$ cat src/rtl/yrv_input_pkg.sv
// Shared constants and helpers for the yrv board input conditioner.
package yrv_input_pkg;

    localparam int unsigned CLK_FREQ_HZ = 50_000_000;
    localparam int unsigned DEBOUNCE_MS = 20;
    localparam int unsigned DEBOUNCE_CYCLES_DEFAULT =
        (CLK_FREQ_HZ / 1000) * DEBOUNCE_MS;

    function automatic int unsigned cnt_width(input int unsigned cycles);
        return $clog2(cycles + 1);
    endfunction

endpackage

$ cat src/rtl/yrv_debounce_bit.sv
// One pin: synchroniser chain, integrating debouncer, flip strobes.
module yrv_debounce_bit
    import yrv_input_pkg::*;
#(
    parameter int unsigned SYNC_STAGES     = 2,
    parameter int unsigned DEBOUNCE_CYCLES = DEBOUNCE_CYCLES_DEFAULT,
    parameter logic        RESET_VALUE     = 1'b0
) (
    input  logic clk,
    input  logic reset,
    input  logic raw,
    output logic db,
    output logic rise,
    output logic fall
);

    localparam int unsigned CW = cnt_width(DEBOUNCE_CYCLES);
    localparam logic [CW-1:0] CNT_LAST = CW'(DEBOUNCE_CYCLES - 1);

    logic [SYNC_STAGES-1:0] sync_q;
    logic                   synced;
    logic [CW-1:0]          cnt_q, cnt_d;
    logic                   db_q, db_d;
    logic                   flip;

    assign synced = sync_q[SYNC_STAGES-1];

    always_comb begin
        cnt_d = cnt_q;
        db_d  = db_q;
        flip  = 1'b0;
        if (synced == db_q) begin
            cnt_d = '0;
        end else if (cnt_q == CNT_LAST) begin
            flip  = 1'b1;
            db_d  = ~db_q;
            cnt_d = '0;
        end else if (cnt_q != '1) begin
            cnt_d = cnt_q + 1'b1;
        end
    end

    always_ff @(posedge clk or posedge reset) begin
        if (reset) begin
            sync_q <= {SYNC_STAGES{RESET_VALUE}};
            cnt_q  <= '0;
            db_q   <= RESET_VALUE;
        end else begin
            sync_q <= {sync_q[SYNC_STAGES-2:0], raw};
            cnt_q  <= cnt_d;
            db_q   <= db_d;
        end
    end

    // Strobes lead db by one cycle so a consumer flop lands on the flip edge.
    assign db   = db_q;
    assign rise = flip & ~db_q;
    assign fall = flip & db_q;

endmodule

$ cat src/rtl/yrv_input_conditioner.sv
// Debounced key levels, sticky maskable key interrupts and NMI pulse.
module yrv_input_conditioner
    import yrv_input_pkg::*;
#(
    parameter int unsigned N_KEYS          = 16,
    parameter int unsigned DEBOUNCE_CYCLES = DEBOUNCE_CYCLES_DEFAULT,
    parameter int unsigned SYNC_STAGES     = 2
) (
    input  logic              clk,
    input  logic              reset,
    input  logic [N_KEYS-1:0] keys_raw,
    input  logic              nmi_raw_n,
    input  logic [N_KEYS-1:0] int_mask,
    input  logic [N_KEYS-1:0] int_clr,
    output logic [N_KEYS-1:0] keys_db,
    output logic [N_KEYS-1:0] int_pending,
    output logic              ei_req,
    output logic              nmi_req
);

    logic [N_KEYS-1:0] key_rise;
    logic [N_KEYS-1:0] key_fall_unused;
    logic [N_KEYS-1:0] pending_q, pending_d;
    logic              ei_q;
    logic              nmi_fall;
    logic              nmi_db_unused;
    logic              nmi_rise_unused;
    logic              nmi_fall_q;
    logic              nmi_req_q;

    for (genvar i = 0; i < N_KEYS; i++) begin : g_key
        yrv_debounce_bit #(
            .SYNC_STAGES     (SYNC_STAGES),
            .DEBOUNCE_CYCLES (DEBOUNCE_CYCLES),
            .RESET_VALUE     (1'b0)
        ) u_db (
            .clk   (clk),
            .reset (reset),
            .raw   (keys_raw[i]),
            .db    (keys_db[i]),
            .rise  (key_rise[i]),
            .fall  (key_fall_unused[i])
        );
    end

    // Idles high through reset so releasing reset cannot fake a press.
    yrv_debounce_bit #(
        .SYNC_STAGES     (SYNC_STAGES),
        .DEBOUNCE_CYCLES (DEBOUNCE_CYCLES),
        .RESET_VALUE     (1'b1)
    ) u_nmi (
        .clk   (clk),
        .reset (reset),
        .raw   (nmi_raw_n),
        .db    (nmi_db_unused),
        .rise  (nmi_rise_unused),
        .fall  (nmi_fall)
    );

    always_comb begin
        pending_d = (pending_q & ~int_clr) | key_rise;
    end

    always_ff @(posedge clk or posedge reset) begin
        if (reset) begin
            pending_q  <= '0;
            ei_q       <= 1'b0;
            nmi_fall_q <= 1'b0;
            nmi_req_q  <= 1'b0;
        end else begin
            pending_q  <= pending_d;
            ei_q       <= |(pending_q & int_mask);
            nmi_fall_q <= nmi_fall;
            nmi_req_q  <= nmi_fall_q;
        end
    end

    assign int_pending = pending_q;
    assign ei_req      = ei_q;
    assign nmi_req     = nmi_req_q;

endmodule
$ cat config.mk
export PLATFORM = sky130hd
export DESIGN_NAME = yrv_input_conditioner
export DESIGN_NICKNAME = d
export VERILOG_FILES = /design/src/rtl/yrv_input_pkg.sv /design/src/rtl/yrv_debounce_bit.sv /design/src/rtl/yrv_input_conditioner.sv
export SDC_FILE = /design/constraint.sdc
export NUM_CORES = 1
export LEC_CHECK = 0
export ABC_AREA = 1
export BUFFER_PORTS_ARGS = -buffer_cell sky130_fd_sc_hd__buf_4
export CAP_MARGIN = 0
export CORE_ASPECT_RATIO = 1.25
export CORE_MARGIN = 3
export CORE_UTILIZATION = 45
export CTS_CLUSTER_SIZE = 8
export DETAILED_ROUTE_END_ITERATION = 8
export PLACE_DENSITY = 0.67
export SETUP_SLACK_MARGIN = 0.4
export SYNTH_ARGS = -nofsm -noshare
export SYNTH_HDL_FRONTEND = slang
export SYNTH_SLANG_ARGS = --single-unit
export TNS_END_PERCENT = 30
$ cat constraint.sdc
create_clock -name clk -period 13.8 [get_ports clk]
set_input_delay 2.07 -clock clk [delete_from_list [all_inputs] [get_ports clk]]
set_output_delay 2.07 -clock clk [all_outputs]
set_load 0.1 [all_outputs]
# After elaboration in Yosys (flattened, before gate mapping)
# Index checks and enable logic that the tools add are counted.
[totals]
reg_bits = 410
in_bits = 51
word_cells = 298
ramBits = 0
latchBits = 0
output_inout_bits = 34
mem_count = 0
rom_bits = 0
[classes]
n_reduce_logical = 35
div_mod_pow = 0
mux = 85
n_eq_ne = 51
magnitude_cmp = 0
n_addsub = 17
multipliers = 0
shifts = 0
bitwise = 55
[ops]
columns = ["op", "n"]
rows = [
  ["$mux 20", 51],
  ["$add 20x1->20 const B", 17],
  ["$eq 20x20->1 const B", 17],
  ["$ne 20x20->1 const B", 17],
  ["$reduce_bool 3->1", 17],
  ["$mux 1", 34],
  ["$not 1->1", 34],
  ["$reduce_and 2->1", 17],
  ["$and 16x16->16", 2],
  ["$and 1x1->1", 17],
  ["$eq 1x1->1", 17],
  ["$not 16->16", 1],
  ["$or 16x16->16", 1],
  ["$reduce_or 16->1", 1],
]

# Longest topological paths before layout
# Gate-level depths: netlist of run 1.
[logic_depth]
word_depth = 5
mapped_depth = 10

# Cells and area by module
# From an unflattened synthesis of run 1, not the netlist that was laid out.
[unflattened]
hier_cells = 3776
area_unflattened_um2 = 27108.5
[modules_own_cells]
columns = ["mod", "cells_each", "n_inst", "area_each_um2"]
rows = [
  ["yrv_debounce_bit (g_key[0].u_db ...)", 217, 16, 1547.7],
  ["yrv_debounce_bit (u_nmi)", 217, 1, 1551.5],
  ["yrv_input_conditioner", 87, 1, 793.3],
]

# Worst setup path after synthesis of run 1
# Ideal clock, no wire load.
[synth_timing]
kind = "register -> output"
from = "register pending_q[0], in the netlist int_pending[0]"
to = "output int_pending[0]"
path_stages_with_launch = 1
arrival_time_ns = 0.912
path_buffers = 0
path_slack_ns = 10.818
path_cell_list = "dfrtp_1"
[synth_lines]
columns = ["item", "line_no", "text"]
rows = [
  ["start: declaration", "yrv_input_conditioner.sv:23", "logic [N_KEYS-1:0] pending_q, pending_d;"],
  ["start signal: assignment", "yrv_input_conditioner.sv:71", "pending_q <= pending_d;"],
  ["end: declaration", "yrv_input_conditioner.sv:16", "output logic [N_KEYS-1:0] int_pending,"],
]
# No word-level cell between the ends.

==> results.md, run 1 <==
- Summing all non-filler instances in the final layout gives an area of 26360 um2.
- Traced cell by cell, the critical path runs through buf_4, clkinvlp_4, buf_4, buf_4.
- The number of global-route vias before repair is 19647.
- Counting along the longest clock path gives a buffer depth of 3.
- Setup repair after global routing left no endpoint under its margin.
- Summing every instance area after synthesis gives 23540 um2.
- Measured against its own limit, the worst slew margin works out to 32.96%.
- The post-CTS setup buffer count is 0.
- The power per cell area is 97.08 nW/um2.
- During synthesis, Yosys emitted a total of 0 warnings.
- The sink count of the clock tree is 410.
- The largest single stage delay on the critical path is 0.84 ns.
- Input and output buffers added on the ports amount to 84.
- The die extent in y is 261.7 um.
- In the synthesized netlist the dominant register cell turns out to be dfrtp_1.
- The share of synthesized area occupied by flip-flops and latches is 43.59%.
- Along the worst path, the maximum fanout reaches 74.
- Clock-pin slew was measured on the worst setup and hold paths at 0.05 ns.
- The remaining design rule violation count is 0.
- The tree is rooted in a clkbuf_16.
- The total overflow left after global routing is 0.
- Entering global routing, the biggest net connects 177 pins.
- The H-tree was split into 2 levels.
- The die covers 55120 um2.
- For this run, asynchronously set or reset flops after synthesis account for 100.0%.
- The slew at the pin closest to its max-slew limit is 1.006 ns.
- The hold buffer count at cts is 0.
- The number of hold violations in the final report is 0.
- The net count of the mapped netlist is 3288.
- The reported max-cap violation count is 0.
- Post-CTS repair changed the size of 0 cells.
- After synthesis the netlist holds a flip-flop and latch count of 410.
- The post-route antenna net violation count is 0.
- The routed via count divided by cell count is 5.101.
- The cell that appears most often on the critical path is buf_4.
- The total power draw is 2.559 mW.
- The worst clock skew is 0.01861 ns.
- The arrival time of the worst setup path is 4.25 ns.
- The area of the placeable core is 51660 um2.
- The TritonCTS clock tree is done.
- The congestion estimate from routability-driven global placement came to 0.9059.
- The count of cell types in the netlist is 38.
- The number of ports placed on the die boundary is 85.
- The type of the worst setup path is primary input to async pin.
- The first global-routing pass estimated 91910 um of wire.
- The post-detailed-placement cell area is 24830 um2.
- The run finished with clean final reports.
- 0 antenna diodes ended up in the layout.
- The initial utilization of the core area, before any placement, comes to 45.57%.
- The number of detailed-routing iterations run before antenna repair is 5.
- The dominant delay contributor by cell family on the critical path is buffers and inverters.
- The die width is 210.6 um.
- The kind of capture point of the worst setup path is an async pin.
- The sum of net half-perimeters after detailed placement is 38060 um.
- The initialized floorplan defines 93 standard-cell rows.
- The cell leakage power is 12.76 nW.
- The cell count after synthesis came out at 3220.
- The number of setup violations in the final report is 0.
- Derived from the worst setup path, the maximum achievable clock frequency is 0.2734 GHz.
- Global routing used 19.58% of the available tracks across all layers.
- Averaged over all synthesized cells, the footprint is 7.312 um2.
- The number of flops mapped to enable cells by yosys is 0.
- The worst hold margin is 0.3428 ns.
- The commonest non-fill, non-tap cell in the layout is nand2_1.
- The slowest stage of the critical path belongs to the cell buf_4.
- The layout has 5114 filler cells.
- The number of antenna violations at the first check in global routing is 0.
- The final layout contains 3396 nets.
- The detailed router's first-iteration violation count is 1156.
- The vias after detailed routing is 20450.
- In the final layout, the share of cells above drive strength 1 is 6.250%.
- The number of buffer and inverter instances along the worst setup path is 4.
- The class of the worst hold path is flop to flop.
- For the worst-skew pair, the clock arrives at the later sink with an insertion delay of 0.59 ns.
- The library cells used most frequently in the layout, excluding fill and tap cells, are 932 x nand2_1, 418 x nor2_1, 407 x dfrtp_1.
- The aggregate negative setup slack is 0 ns.
- From synthesis to final layout, the design area changed by 11.95%.
- The max-slew violation total from the final report is 0.
- After detailed routing, the average wire length per cell comes to 13.44 um.
- The number of clock buffers inserted by TritonCTS is 57.
- The final critical path takes up 26.50% of the cycle.
- STA puts the critical path data required time at 14.40 ns.
- The worst-case IR drop observed on VDD is 0.09736 mV.
- The detailed-route wire length is 53890 um.
- Subtracting the final worst setup slack from the clock period gives 3.657 ns.
- The critical path startpoint category is a primary input.
[stage by stage]
step	std cells	worst slack (ns)	utilization (%)
2_1_floorplan	3220	6.207	-
3_3_place_gp	3934	9.389	48.06
3_5_place_dp	3934	9.365	48.06
4_1_cts	4009	10.01	51.01
5_1_grt	4009	9.739	51.01
6_report	4009	10.14	51.01
[registers in the layout, summed over array words and instances, names as in the netlist, 2 cells and up]
signal             cells
g_key.u_db.cnt_q     320
g_key.u_db.sync_q     32
u_nmi.cnt_q           20
g_key.u_db.db         16
int_pending           16
u_nmi.sync_q           2
[power breakdown]
group          internal (mW)  leakage (nW)  switching, mW
logic                 0.0257          6.42         0.0586
registers               1.22          5.60         0.0137
clock network          0.745         0.743          0.493
[final cells by class]
cell class / instances / area [um2] / share of cell area, %
Tap cell: 665 / 832.0 / 3.157
Clock buffer: 73 / 1508 / 5.720
Clock inverter: 2 / 21.27 / 0.08070
Sequential cell: 410 / 10260 / 38.94
Multi-Input combinational cell: 2359 / 11480 / 43.57
Timing Repair Buffer: 95 / 725.7 / 2.753
Inverter: 405 / 1524 / 5.782
[synth_stat cells (7+ instances only)]
| library cell | instances | share of area (%) |
|---|---|---|
| a21o_1 | 8 | 0.26 |
| and2_1 | 9 | 0.24 |
| buf_2 | 12 | 0.26 |
| buf_4 | 18 | 0.57 |
| clkbuf_1 | 13 | 0.21 |
| dfrtp_1 | 407 | 43 |
| ha_1 | 17 | 0.90 |
| inv_1 | 400 | 6.4 |
| nand2_1 | 932 | 15 |
| nand3_1 | 330 | 7.0 |
| nand3_2 | 12 | 0.51 |
| nand3b_1 | 35 | 1.1 |
| nand4_1 | 141 | 3.7 |
| nor2_1 | 418 | 6.7 |
| nor2_2 | 13 | 0.35 |
| nor2_4 | 7 | 0.33 |
| nor3_1 | 30 | 0.64 |
| o21ai_0 | 163 | 3.5 |
| o21bai_1 | 9 | 0.29 |
| o22ai_1 | 16 | 0.43 |
| o31ai_1 | 17 | 0.54 |
| xnor2_1 | 38 | 1.4 |
| xor2_1 | 137 | 5.1 |
[logic make-up (layout without fill, tap and decap cells)]
family / after synthesis / count (layout) / synth area share, %
compound gates: 227 / 227 / 5.394
simple gates: 1939 / 1939 / 35.89
flops: 410 / 410 / 43.59
xor+xnor: 176 / 176 / 6.579
buf+inv: 451 / 575 / 7.637
fa+ha+maj: 17 / 17 / 0.9034
[final timing paths]
check,slack (ns),to,startpoint,cells past startpoint
max in group clk,10.33,int_pending[13],int_pending[13],1
worst max register to register,11.46,g_key[0].u_db.cnt_q[1],g_key[0].u_db.db,4
worst max-delay path,10.14,g_key[5].u_db.cnt_q[6],reset,4
worst min register to register,0.34,g_key[11].u_db.sync_q[1],g_key[11].u_db.sync_q[0],0
min in group asynchronous,1.56,g_key[6].u_db.cnt_q[17],reset,2
worst min-delay path,0.34,g_key[11].u_db.sync_q[1],g_key[11].u_db.sync_q[0],0
[metal layers]
metal	share of wire [%]	wire, um	global-route usage (%)
met1	44	23640	24.06
met2	50	26770	35.08
met3	3.7	1976	3.272
met4	2.8	1500	6.458
met5	0	0	0
Power figures use the tool's default switching activity.
==> run 2: changes to the inputs <==
--- a/config.mk
+++ b/config.mk
@@ -13,7 +13,7 @@
 export CORE_UTILIZATION = 45
 export CTS_CLUSTER_SIZE = 8
 export DETAILED_ROUTE_END_ITERATION = 8
-export PLACE_DENSITY = 0.67
+export PLACE_DENSITY = 0.65
 export SETUP_SLACK_MARGIN = 0.4
 export SYNTH_ARGS = -nofsm -noshare
 export SYNTH_HDL_FRONTEND = slang
==> constraint.sdc (replaced) <==
create_clock -name clk -period 3.4 [get_ports clk]
set_input_delay 0.51 -clock clk [delete_from_list [all_inputs] [get_ports clk]]
set_output_delay 0.51 -clock clk [all_outputs]
set_load 0.1 [all_outputs]
==> run 2 against run 1 <==
Compared with the run above:
- global-route usage hardly changed
- design area is 1.2% higher
- core utilization is 0.62 points higher
- sequential power grew to 4.0 times the previous value
- worst hold slack worse by 0.26 ns
- total power grew to 4.1 times the previous value
- clock power grew to 4.1 times the previous value
- register-to-register slack worse by 10 ns
- clock skew is 0.016 ns higher
- final cell count is 0.77% higher
- first-iteration DRC count is 1.8% lower
- count of clock-buffer cells in the layout stayed put
- largest power group is now the clock network
==> results.md, run 2 (same netlist as run 1, synthesis figures left out) <==
- The clock period minus worst slack is 2.118 ns.
- The post-route antenna net violation count is 0 (unchanged).
- The number of setup violations in the final report is 0 (unchanged).
- The relative max-transition margin was 50.86% (was 32.96%).
- The worst clock skew is 0.03483 ns (was 0.01861 ns).
- The post-cts gate resize count is 0 (unchanged).
- The final worst setup slack came to 1.282 ns (was 10.14 ns).
- The number of detailed-routing iterations run before antenna repair came to 5 (unchanged).
- The number of buffer and inverter instances along the worst setup path was 1 (was 4).
- The TritonCTS clock tree is done (unchanged).
- The dominant delay contributor by cell family on the critical path is simple AND/OR/NAND/NOR gates (was buffers and inverters).
- The total power draw is 10.44 mW (was 2.559 mW).
- The reported max-cap violation count is 0 (unchanged).
- The number of ports placed on the die boundary was 85 (unchanged).
- The layout-stage area growth over the synthesis result came to 13.32% (was 11.95%).
- The number of hold violations in the final report is 0 (unchanged).
- The critical path's most frequent cell is nand3_1 (was buf_4).
- The count of fill cells added during filler insertion is 5101 (was 5114).
- The die width is 210.6 um (unchanged).
- The final routed wire length divided by cell count was 13.30 um (was 13.44 um).
- The remaining global-route overflow is 0 (unchanged).
- The clock slew seen by the registers of the worst setup and hold paths is 0.05 ns (about the same).
- The overall die area is 55120 um2 (unchanged).
- The data required time at the worst endpoint is 3.88 ns (was 14.40 ns).
- The final estimated routing congestion in global placement is 0.8701 (was 0.9059).
- The type of the worst setup path is flop to flop (was primary input to async pin).
- The sink count of the clock tree is 410 (unchanged).
- The effective utilization at floorplan is 45.57% (unchanged).
- The kind of capture point of the worst setup path is a flop (was async pin).
- The highest achievable clock rate is 0.4721 GHz.
- The net count of the finished layout came to 3427 (was 3396).
- The post-detailed-placement cell area is 24980 um2 (was 24830 um2).
- The critical path startpoint category is a flop (was primary input).
- The area of all placed cells without fillers is 26680 um2 (was 26360 um2).
- The vias after detailed routing is 20485 (was 20450).
- The power per cell area came to 391.4 nW/um2 (was 97.08 nW/um2).
- The remaining design rule violation count came to 0 (unchanged).
- The number of clock buffers inserted by TritonCTS is 57 (unchanged).
- Ordered cell list for the critical path: ha_1, nand3_1, inv_1, nand2_1, nor2_1, nand3_1, o21ai_0 (was buf_4, clkinvlp_4, buf_4, buf_4).
- The slew at the pin closest to its max-slew limit is 0.7351 ns (was 1.006 ns).
- Leading cell types in the layout, fill and taps excluded: 932 x nand2_1, 418 x nor2_1, 407 x dfrtp_1 (unchanged).
- The commonest non-fill, non-tap cell in the layout is nand2_1 (unchanged).
- The die extent in y was 261.7 um (unchanged).
- The detailed router's first-iteration violation count was 1135 (was 1156).
- The latest clock arrival within the worst-skew pair is 0.61 ns (was 0.59 ns).
- The cell leakage power is 12.92 nW (was 12.76 nW).
- The number of buffers on the longest clock path is 3 (unchanged).
- The register with the most flip-flops is g_key.u_db.cnt_q (unchanged).
- The share of layout cells above drive strength 1 is 6.607% (was 6.250%).
- Result of the run: completed (unchanged).
- The max-slew violation total from the final report is 0 (unchanged).
- The sum of net half-perimeters after detailed placement came to 38640 um (was 38060 um).
- The worst slack at placement was 1.273 ns (was 9.365 ns).
- The arrival time of the worst setup path is 2.60 ns (was 4.25 ns).
- The cell chosen for the clock root was clkbuf_16 (unchanged).
- The area taken by flip-flops and latches is 10260 um2 (unchanged).
- The flip-flop count of the largest register after layout came to 320 (unchanged).
- The wire length of the first global-routing pass came to 92110 um (was 91910 um).
- The largest net degree at the start of global routing is 95 (was 177).
- The area of combinational cells with multiple inputs was 11480 um2 (unchanged).
- The combined global-route utilization of all metal layers is 19.56% (was 19.58%).
- Setup repair after global routing missed its margin: no (unchanged).
- The level count of the clock H-tree is 2 (unchanged).
- The peak fanout along the critical path is 20 (was 74).
- The row count is 93 (unchanged).
- The maximum vdd drop is 0.5218 mV (was 0.09736 mV).
- The number of port buffers is 84 (unchanged).
- Leading registers by flop count: g_key.u_db.cnt_q: 320 flops, g_key.u_db.sync_q: 32 flops, u_nmi.cnt_q: 20 flops (unchanged).
- The routed via count divided by cell count is 5.071 (was 5.101).
- The area of the placeable core was 51660 um2 (unchanged).
- The longest individual stage delay on the worst path is 0.56 ns (was 0.84 ns).
- The detailed-route wire length is 53740 um (was 53890 um).
- The slowest stage cell on the critical path is nand3_1 (was buf_4).
- Dividing the final minimum period by the clock period gives 62.29%.
- The class of the worst hold path was primary input to flop (was flop to flop).
- The number of global-route vias before repair was 19798 (was 19647).
- The count of antenna diodes in the layout was 0 (unchanged).
- The number of antenna violations at the first check in global routing is 0 (unchanged).
==> run 2: cell count changes in the layout (fill, tap and decap cells not counted) <==
cell           delta
dlygate4sd3_1    +18
buf_4             +9
buf_12            +4
clkbuf_8          +2
inv_6             +2
clkbuf_1          -1
clkbuf_16         -1
clkinv_2          -1
clkinv_8          -1
==> run 2: stage by stage <==
| step | cells | util, % | hold WS (ns) | TNS [ns] |
|---|---|---|---|---|
| 2_1_floorplan | 3220 | - | 0.3312 | -1075.04 |
| 3_3_place_gp | 3947 | 48.34 | 0.3317 | 0 |
| 3_5_place_dp | 3947 | 48.34 | 0.3347 | 0 |
| 4_1_cts | 4040 | 51.64 | 0.03765 | 0 |
| 5_1_grt | 4040 | 51.64 | 0.05365 | 0 |
| 6_report | 4040 | 51.64 | 0.08243 | 0 |
==> run 2: worst paths after layout <==
kind	cells past startpoint	slack, ns	from	end
worst max register to register	7	1.28	g_key[0].u_db.cnt_q[1]	g_key[0].u_db.cnt_q[1]
worst min register to register	0	0.34	g_key[1].u_db.sync_q[0]	g_key[1].u_db.sync_q[1]
worst min-delay path	2	0.08	int_clr[6]	int_pending[6]
max in group asynchronous	5	1.90	reset	g_key[14].u_db.sync_q[1]
worst max-delay path	7	1.28	g_key[0].u_db.cnt_q[1]	g_key[0].u_db.cnt_q[1]
min in group asynchronous	3	0.54	reset	g_key[6].u_db.cnt_q[15]
==> run 2: what timing repair did <==
| action | CTS | global route |
|---|---|---|
| hold endpoints to repair | 34 | 0 |
| buffers inserted | 0 | 0 |
| hold buffers | 18 | 0 |
==> run 2: metal layers <==
| metal | vias to the layer above | share of wire [%] | GRT usage [%] |
|---|---|---|---|
| met5 | - | 0 | 0 |
| met4 | 0 | 2.1 | 5.658 |
| met3 | 71 | 3.7 | 3.176 |
| met2 | 304 | 50 | 34.79 |
| met1 | 9522 | 45 | 24.63 |
| li1 | 10588 | - | - |
==> run 2: report_power, final <==
group          switching [mW]  internal [mW]  leakage, nW
logic                   0.242          0.135         6.57
clock network            2.03           3.02        0.742
registers              0.0560           4.96         5.60
==> run 2: layout make-up <==
cell class                 count  share of cell area [%]
timing repair buffer         126                   3.949
multi-input combinational   2359                   43.04
tap                          665                   3.119
clock buffer                  73                   5.646
sequential                   410                   38.47
clock inverter                 2                 0.06566
inverter                     405                   5.712
==> run 2: worst register-to-register path: stages (launching register included) <==
cell and delay [ns]:
dfrtp_1 0.37, ha_1 0.22, nand3_1 0.16, inv_1 0.09, nand2_1 0.09, nor2_1 0.18
nand3_1 0.56, o21ai_0 0.36
